--- config.mk ---
export PLATFORM = sky130hd
export DESIGN_NAME = pmodals_spi_responder
export DESIGN_NICKNAME = d
export VERILOG_FILES = /design/src/rtl/pmodals_spi_responder.sv
export SDC_FILE = /design/constraint.sdc
export NUM_CORES = 1
export LEC_CHECK = 0
export ABC_AREA = 1
export BUFFER_PORTS_ARGS = -buffer_cell sky130_fd_sc_hd__buf_4
export CAP_MARGIN = 0
export CORE_MARGIN = 2
export CORE_UTILIZATION = 57
export CTS_CLUSTER_DIAMETER = 120
export DETAILED_ROUTE_END_ITERATION = 10
export PLACE_DENSITY = 0.8
export SKIP_LAST_GASP = 1
export SYNTH_ARGS = -nofsm -noshare
export SYNTH_HDL_FRONTEND = slang
export SYNTH_SLANG_ARGS = --single-unit
--- constraint.sdc ---
create_clock -name clk_pi -period 1.71 [get_ports clk_pi]
set_input_delay 0.342 -clock clk_pi [delete_from_list [all_inputs] [get_ports clk_pi]]
set_output_delay 0.342 -clock clk_pi [all_outputs]
set_load 0.05 [all_outputs]
--- src/rtl/pmodals_spi_responder.sv ---
// PmodALS (ADC081S021-style) SPI responder.
// Answers an SPI master's CS/SCK with a FRAME_LEN-bit MISO frame that carries
// a DATA_W-bit sample padded with leading and trailing zeros, MSB first.
// CS and SCK are oversampled in the clk_pi domain; nothing here is clocked by SCK.
module pmodals_spi_responder #(
    parameter int DATA_W      = 8,
    parameter int LEAD_ZEROS  = 4,
    parameter int FRAME_LEN   = 16,
    parameter int SYNC_STAGES = 2
) (
    input  logic              clk_pi,
    input  logic              rst_n_pi,
    input  logic [DATA_W-1:0] sample_pi,
    input  logic              sample_valid_pi,
    input  logic              sck_pi,
    input  logic              cs_pi,
    output logic              miso_po,
    output logic              busy_po,
    output logic              frame_done_po,
    output logic              abort_po,
    output logic [15:0]       frame_cnt_po
);

    localparam int TRAIL_ZEROS = FRAME_LEN - LEAD_ZEROS - DATA_W;
    localparam int CNT_W       = $clog2(FRAME_LEN + 1);
    localparam logic [CNT_W-1:0] FULL_CNT = CNT_W'(FRAME_LEN);

    typedef enum logic [1:0] {
        IDLE,
        LOAD,
        SHIFT,
        FINISH
    } state_t;

    state_t state_q, state_d;

    logic [SYNC_STAGES-1:0] sck_sync_q;
    logic [SYNC_STAGES-1:0] cs_sync_q;
    logic                   sck_prev_q;
    logic                   cs_prev_q;
    logic                   sck_s, cs_s;
    logic                   sck_fall, sck_rise, cs_fall, cs_rise;

    logic [DATA_W-1:0]    hold_q;
    logic [DATA_W-1:0]    load_data;
    logic [FRAME_LEN-1:0] frame_word;
    logic [FRAME_LEN-1:0] shift_q;
    logic [CNT_W-1:0]     bit_cnt_q;
    logic [CNT_W-1:0]     rise_cnt_q;
    logic                 frame_ok;
    logic                 miso_q;
    logic                 abort_q;
    logic [15:0]          frame_cnt_q;

    // Synchronize SCK/CS into clk_pi and keep one delayed copy for edge detection.
    // NOTE: sequential state uses non-blocking (<=) so every flop samples pre-edge values.
    always_ff @(posedge clk_pi or negedge rst_n_pi) begin
        if (!rst_n_pi) begin
            sck_sync_q <= '0;
            cs_sync_q  <= '1;
            sck_prev_q <= 1'b0;
            cs_prev_q  <= 1'b1;
        end else begin
            sck_sync_q <= {sck_sync_q[SYNC_STAGES-2:0], sck_pi};
            cs_sync_q  <= {cs_sync_q[SYNC_STAGES-2:0], cs_pi};
            sck_prev_q <= sck_sync_q[SYNC_STAGES-1];
            cs_prev_q  <= cs_sync_q[SYNC_STAGES-1];
        end
    end

    assign sck_s    = sck_sync_q[SYNC_STAGES-1];
    assign cs_s     = cs_sync_q[SYNC_STAGES-1];
    assign sck_fall = sck_prev_q & ~sck_s;
    assign sck_rise = ~sck_prev_q & sck_s;
    assign cs_fall  = cs_prev_q & ~cs_s;
    assign cs_rise  = ~cs_prev_q & cs_s;

    // Holding register: takes a new sample on any cycle; an active frame keeps its own copy.
    // NOTE: the holding register is reset because a frame after reset must report 0x00.
    always_ff @(posedge clk_pi or negedge rst_n_pi) begin
        if (!rst_n_pi) begin
            hold_q <= '0;
        end else if (sample_valid_pi) begin
            hold_q <= sample_pi;
        end
    end

    // A sample presented in the LOAD cycle itself bypasses the holding register.
    assign load_data  = sample_valid_pi ? sample_pi : hold_q;
    assign frame_word = FRAME_LEN'(load_data) << TRAIL_ZEROS;

    // A frame is complete only when every bit was shifted and the master clocked them all in.
    assign frame_ok = (bit_cnt_q == FULL_CNT) && (rise_cnt_q == FULL_CNT);

    // State register.
    always_ff @(posedge clk_pi or negedge rst_n_pi) begin
        if (!rst_n_pi) begin
            state_q <= IDLE;
        end else begin
            state_q <= state_d;
        end
    end

    // Next-state logic.
    // NOTE: state_d gets a default first so no path through the case infers a latch.
    always_comb begin
        state_d = state_q;
        unique case (state_q)
            IDLE:    if (cs_fall) state_d = LOAD;
            LOAD:    state_d = SHIFT;
            SHIFT:   if (cs_rise) state_d = frame_ok ? FINISH : IDLE;
            FINISH:  state_d = IDLE;
            default: state_d = IDLE;
        endcase
    end

    // Frame datapath: shift register, bit/rise counters, MISO, abort pulse and frame counter.
    always_ff @(posedge clk_pi or negedge rst_n_pi) begin
        if (!rst_n_pi) begin
            shift_q     <= '0;
            bit_cnt_q   <= '0;
            rise_cnt_q  <= '0;
            miso_q      <= 1'b0;
            abort_q     <= 1'b0;
            frame_cnt_q <= '0;
        end else begin
            abort_q <= 1'b0;
            unique case (state_q)
                IDLE: begin
                    miso_q <= 1'b0;
                end
                LOAD: begin
                    shift_q    <= frame_word;
                    miso_q     <= frame_word[FRAME_LEN-1];
                    bit_cnt_q  <= CNT_W'(1);
                    rise_cnt_q <= '0;
                end
                SHIFT: begin
                    if (cs_rise) begin
                        miso_q  <= 1'b0;
                        abort_q <= ~frame_ok;
                    end else begin
                        if (sck_fall) begin
                            if (bit_cnt_q != FULL_CNT) begin
                                shift_q   <= {shift_q[FRAME_LEN-2:0], 1'b0};
                                miso_q    <= shift_q[FRAME_LEN-2];
                                bit_cnt_q <= bit_cnt_q + CNT_W'(1);
                            end else begin
                                miso_q <= 1'b0;
                            end
                        end
                        if (sck_rise && (rise_cnt_q != FULL_CNT)) begin
                            rise_cnt_q <= rise_cnt_q + CNT_W'(1);
                        end
                    end
                end
                FINISH: begin
                    frame_cnt_q <= frame_cnt_q + 16'd1;
                end
                default: ;
            endcase
        end
    end

    assign miso_po       = miso_q;
    assign busy_po       = (state_q != IDLE);
    assign frame_done_po = (state_q == FINISH);
    assign abort_po      = abort_q;
    assign frame_cnt_po  = frame_cnt_q;

endmodule
* Yosys cells after proc, flatten, opt, wreduce, memory -nomap -nowiden *
Cells that the tools add are included.

word-level totals
  register bits after elaboration = 59
  output and inout port bits = 20
  word-level logic and storage cells = 71
  input bits = 13

cells by class
  reductions and logical operators = 11
  bitwise logic cells = 9
  add/subtract/negate cells = 3
  eq/ne operators = 14
  muxes and demuxes = 22

operators with widths
  cell                                                                    number
  15-bit 2-to-1 mux                                                       3
  15-bit case mux with 2 select lines                                     1
  5-bit 2-to-1 mux                                                        5
  5-bit case mux with 2 select lines                                      2
  16-bit by 1-bit adder with 16-bit output (second input constant)        1
  2-bit != test (second input constant)                                   6
  5-bit by 1-bit adder with 5-bit output (second input constant)          2
  5-bit equality test (second input constant)                             2
  5-bit != test (second input constant)                                   2
  8-bit 2-to-1 mux                                                        1
  2-bit case mux with 4 select lines                                      1
  2-bit 2-to-1 mux                                                        3
  2-bit nonzero test                                                      3
  1-bit 2-to-1 mux                                                        5
  1-bit inverter                                                          5
  1-bit bitwise AND                                                       4
  2-bit equality test (second input constant)                             2
  2-bit AND reduction                                                     2
  4-bit AND reduction                                                     1
  3-bit != test (second input constant)                                   1
  3-bit AND reduction                                                     1
  2-bit by 1-bit equality test with 1-bit output (second input constant)  1
  1-bit logical AND                                                       2
  2-bit zero test                                                         1
  other kinds (2)                                                         2

* Depth between registers and ports, before layout *
  depth in word-level cells = 6
  mapped depth = 8
  depth with buffers taken out = 8

* Worst setup path after synthesis *
OpenSTA, ideal clock, no wires.

  path type = register to register
  start point = reg frame_cnt_q[0], in the netlist frame_cnt_po[0]
  end point = reg frame_cnt_q[12], in the netlist frame_cnt_po[12]
  library setup time = 113 ps
  arrival time = 1504 ps
  stages on the path, launching flop included = 9
  buffers on the path = 0
  period minus slack after synthesis = 1618 ps
  data required time = 1597 ps
  slack = 92 ps
  cell sequence = dfrtp_1 > ha_1 > nand3_1 > nor2_4 > nand2_2 > nor2_1 > nand2_1 > nand2_1 > inv_1

on the way
  cells in the longest elaborated chain, start to end = 1

ends and longest elaborated chain
  what                                      line  source
  from (decl)                               53    logic [15:0] frame_cnt_q;
  from (signal assigned)                    158   frame_cnt_q <= frame_cnt_q + 16'd1;
  16-bit by 1-bit adder with 16-bit output  158

No other way between the ends.
A chain may end at the register's enable or synchronous reset.

* Worst setup path after layout *
  start point = reg state_q[0]
  end point = out frame_done_po

on the way
  cells in the longest elaborated chain, start to end = 1

ends and longest elaborated chain
  what                    line  source
  from (decl)             35    state_t state_q, state_d;
  from (signal assigned)  100   state_q <= state_d;
  2-bit equality test     167   assign frame_done_po = (state_q == FINISH);
  to (decl)               19    output logic frame_done_po,

No other way between the ends.

==> qor.tcl <==
set qor(design.portCount) 33
set qor(stdcell_area_um2) 3010
set qor(cp-end-kind) {primary output}
set qor(grt_overflow) 0
set qor(wire_length_of_the_first_global_routing_pass_um) 8460
set qor(grt_pass1_vias) 1917
set qor(nFillCells) 374
set qor(finalNetCount) 354
set qor(tritoncts) {done}
set qor(cts.hold.buffers_added) 0
set qor(globalRouteTotalUtil_pct) 21.0
set qor(crit_path_cell_trace) {nand2_2 > inv_1 > buf_4}
set qor(worstSkewPairLatency_ns) 0.31
set qor(placement.cell_area_um2) 2910
set qor(tightest_slew_ns) 0.652
set qor(route.detailed.drc) 0
set qor(area_growth_syn_to_layout_pct) 15.1
set qor(routabilityCongestion) 0.866
set qor(critical_path_cell_count) 3
set qor(via_per_inst) 5.15
set qor(timing_hold_violations_final) 0
set qor(hpwl_um) 3430
set qor(setup-violations-final) 0
set qor(cts-root-to-sink-buffers) 2
set qor(skew_ns) 0.00926
set qor(crit_path_start) {state_q[0]$_DFFE_PN0P_}
set qor(mostFrequentLayoutCells) {nand2_1, dfrtp_1, nand3_1}
set qor(regToRegSetupSlack_ns) 0.27
set qor(start_util_pct) 59.6
set qor(rr_worst_depth) 6
set qor(placement.io_buffers) 32
set qor(synth.largest_area_cell) {dfrtp_1}
set qor(critical_path.reg2reg.startpoint) {cs_prev_q$_DFF_PN1_}
set qor(detail_route.wirelength_um) 4700
set qor(required_ns) 1.37
set qor(post_syn_area_um2) 2610
set qor(power.density_nw_per_um2) 1170
set qor(post_cts_buffers) 0
set qor(route.vias.total) 1998
set qor(detail_route.wl_per_cell_um) 12.1
set qor(clkSinkCount) 55
set qor(slowest_delay_ns) 0.47
set qor(seq_area_frac_synth_pct) 52.8
set qor(drt_first_iter_violations) 156
set qor(synthesis.area_per_instance_um2) 8.71
set qor(finalWorstPathRequiredPeriod_ns) 1.58
set qor(synth_enable_flop_cells) 0
set qor(max-slew-margin-rel_pct) 56.6
set qor(drt_first_pass_iters) 4
set qor(max_capacitance_violation_total) 0
set qor(num_rows) 24
set qor(max_freq_ghz) 0.633
set qor(ant_nets) 0
set qor(yosysWarnings) 0
set qor(setup_tns_ns) 0
set qor(top_cells_by_area_synth) {dfrtp_1, nand2_1, nand3_1}
set qor(hp-class) {in -> async}
set qor(syn_inst) 300
set qor(synth_top_flop_cell) {dfrtp_1}
set qor(netlist.area_leader.share_pct) 49.8
set qor(fin_crit_share_pct) 92.4
set qor(critical-path-top-delay-family) {flip-flops}
set qor(drive_above_1_share_pct) 17.6
set qor(unrepaired_setup_endpoints_after_global_routing) {false}
set qor(timing.critical_path.from_type) {flip-flop}
set qor(cellLeakagePower_nw) 1.57
set qor(diodes) 0
set qor(yosys.cell_types.count) 30
set qor(postSynthNetCount) 318
set qor(grt_start_max_net_pins) 56
set qor(status) {completed}
set qor(clock_tree_root_buffer_cell) {clkbuf_8}
set qor(design.core.area_um2) 4380
set qor(crit_path_max_fanout) 6
set qor(worst_path_max_delay_cell) {dfrtp_1}
set qor(ctsHtreeMaxLevel) 2
set qor(cts_resized) 0
set qor(grt_antenna_before_repair) 0
set qor(cp_data_arrival_time_ns) 1.24
set qor(die_width_um) 71.7
set qor(critical_path_buf_inv_count) 2
set qor(final_common_cell) {nand2_1}
set qor(synth_async_sr_flop_share_pct) 100
set qor(setup.worst_path.end) {frame_done_po}
set qor(cts_made_buffers) 5
set qor(dieHeight_um) 71.7
set qor(count_of_state_elements_after_synthesis) 55
set qor(worstSetupPathType) {reg -> out}
set qor(clk_pin_slew_worst_paths_ns) 0.09
set qor(timing.final.max_slew_violations) 0
set qor(ir_drop_v) 0.00114
set qor(r2r_end) {bit_cnt_q[1]$_DFFE_PN0P_}
set qor(design.die.area_um2) 5140
-- kinds of logic after synthesis --
group / Yosys count / share of synthesized area (%)
simple gates: 169 / 29.7
flops: 55 / 52.8
buf+inv: 38 / 6.13
compound gates: 16 / 3.16
xor+xnor: 16 / 5.36
fa+ha+maj: 5 / 2.39
mux: 1 / 0.431
-- area by class of cell --
cell class                      instances  area, um2  share of cell area [%]
Tap cell                               52       65.1                    2.16
Multi-Input combinational cell        207       1070                    35.7
Clock buffer                            6       72.6                    2.41
Inverter                               31        116                    3.87
Sequential cell                        55       1380                    45.9
Clock inverter                          1       30.0                   0.998
Timing Repair Buffer                   36        270                    8.98
-- synthesized netlist by cell type, types with 2 or more instances --
master,number
buf_2,2
buf_4,2
clkbuf_1,2
dfrtp_1,52
dfstp_2,3
ha_1,5
inv_1,29
inv_2,2
nand2_1,88
nand2_2,3
nand3_1,40
nand4_1,5
nor2_1,20
nor3_1,4
o21ai_0,14
xnor2_1,8
xor2_1,8
-- metrics by stage --
step                setup slack, ns  util, %  hold WS (ns)  cells  total power, mW
floorplan                    0.0925        -        0.0464    300             2.45
global placement              0.252     66.3         0.333    381             2.70
detailed placement            0.246     66.3         0.341    381             2.73
CTS                          0.0513     68.6        0.0854    388             3.55
global route                 0.0343     68.6         0.121    388             3.75
finish                        0.130     68.6        0.0624    388             3.52
-- layer usage --
metal | track usage (%) | up-vias | routed length, um
li1 | - | 1020 | -
met1 | 27.6 | 935 | 2180
met2 | 34.7 | 36 | 2300
met3 | 4.36 | 7 | 163
met4 | 7.55 | 0 | 59
met5 | 0 | - | 0
-- registers in the layout (all words and copies together), names as in the netlist --
name	flops
frame_cnt_po	16
shift_q	11
hold_q	8
bit_cnt_q	5
rise_cnt_q	5
cs_sync_q	2
sck_sync_q	2
state_q	2
abort_po	1
cs_prev_q	1
miso_po	1
sck_prev_q	1
-- worst register-to-register path: cells and delay by family, from the launching register on --
kind / cells / cell delay (ns)
AO/OA/AOI/OAI: 1 / 0.11
buffers and inverters: 1 / 0.15
flip-flops: 1 / 0.53
AND/OR/NAND/NOR: 4 / 0.53
-- report_power, final --
| group | switching, mW | internal [mW] |
|---|---|---|
| clock network | 0.393 | 0.430 |
| logic | 0.642 | 0.347 |
| registers | 0.188 | 1.52 |
| total | 1.22 | 2.30 |
-- how the worst min path moves through the flow --
stage,from,end,slack [ns]
2_1_floorplan,rst_n_pi,abort_po$_DFF_PN0_,0.05
3_3_place_gp,sck_sync_q[0]$_DFF_PN0_,sck_sync_q[1]$_DFF_PN0_,0.33
3_5_place_dp,sck_sync_q[0]$_DFF_PN0_,sck_sync_q[1]$_DFF_PN0_,0.34
4_1_cts,rst_n_pi,frame_cnt_po[5]$_DFFE_PN0P_,0.09
5_1_grt,rst_n_pi,frame_cnt_po[7]$_DFFE_PN0P_,0.12
6_report,rst_n_pi,frame_cnt_po[3]$_DFFE_PN0P_,0.06
No activity file was read; power rests on OpenSTA's default activity.
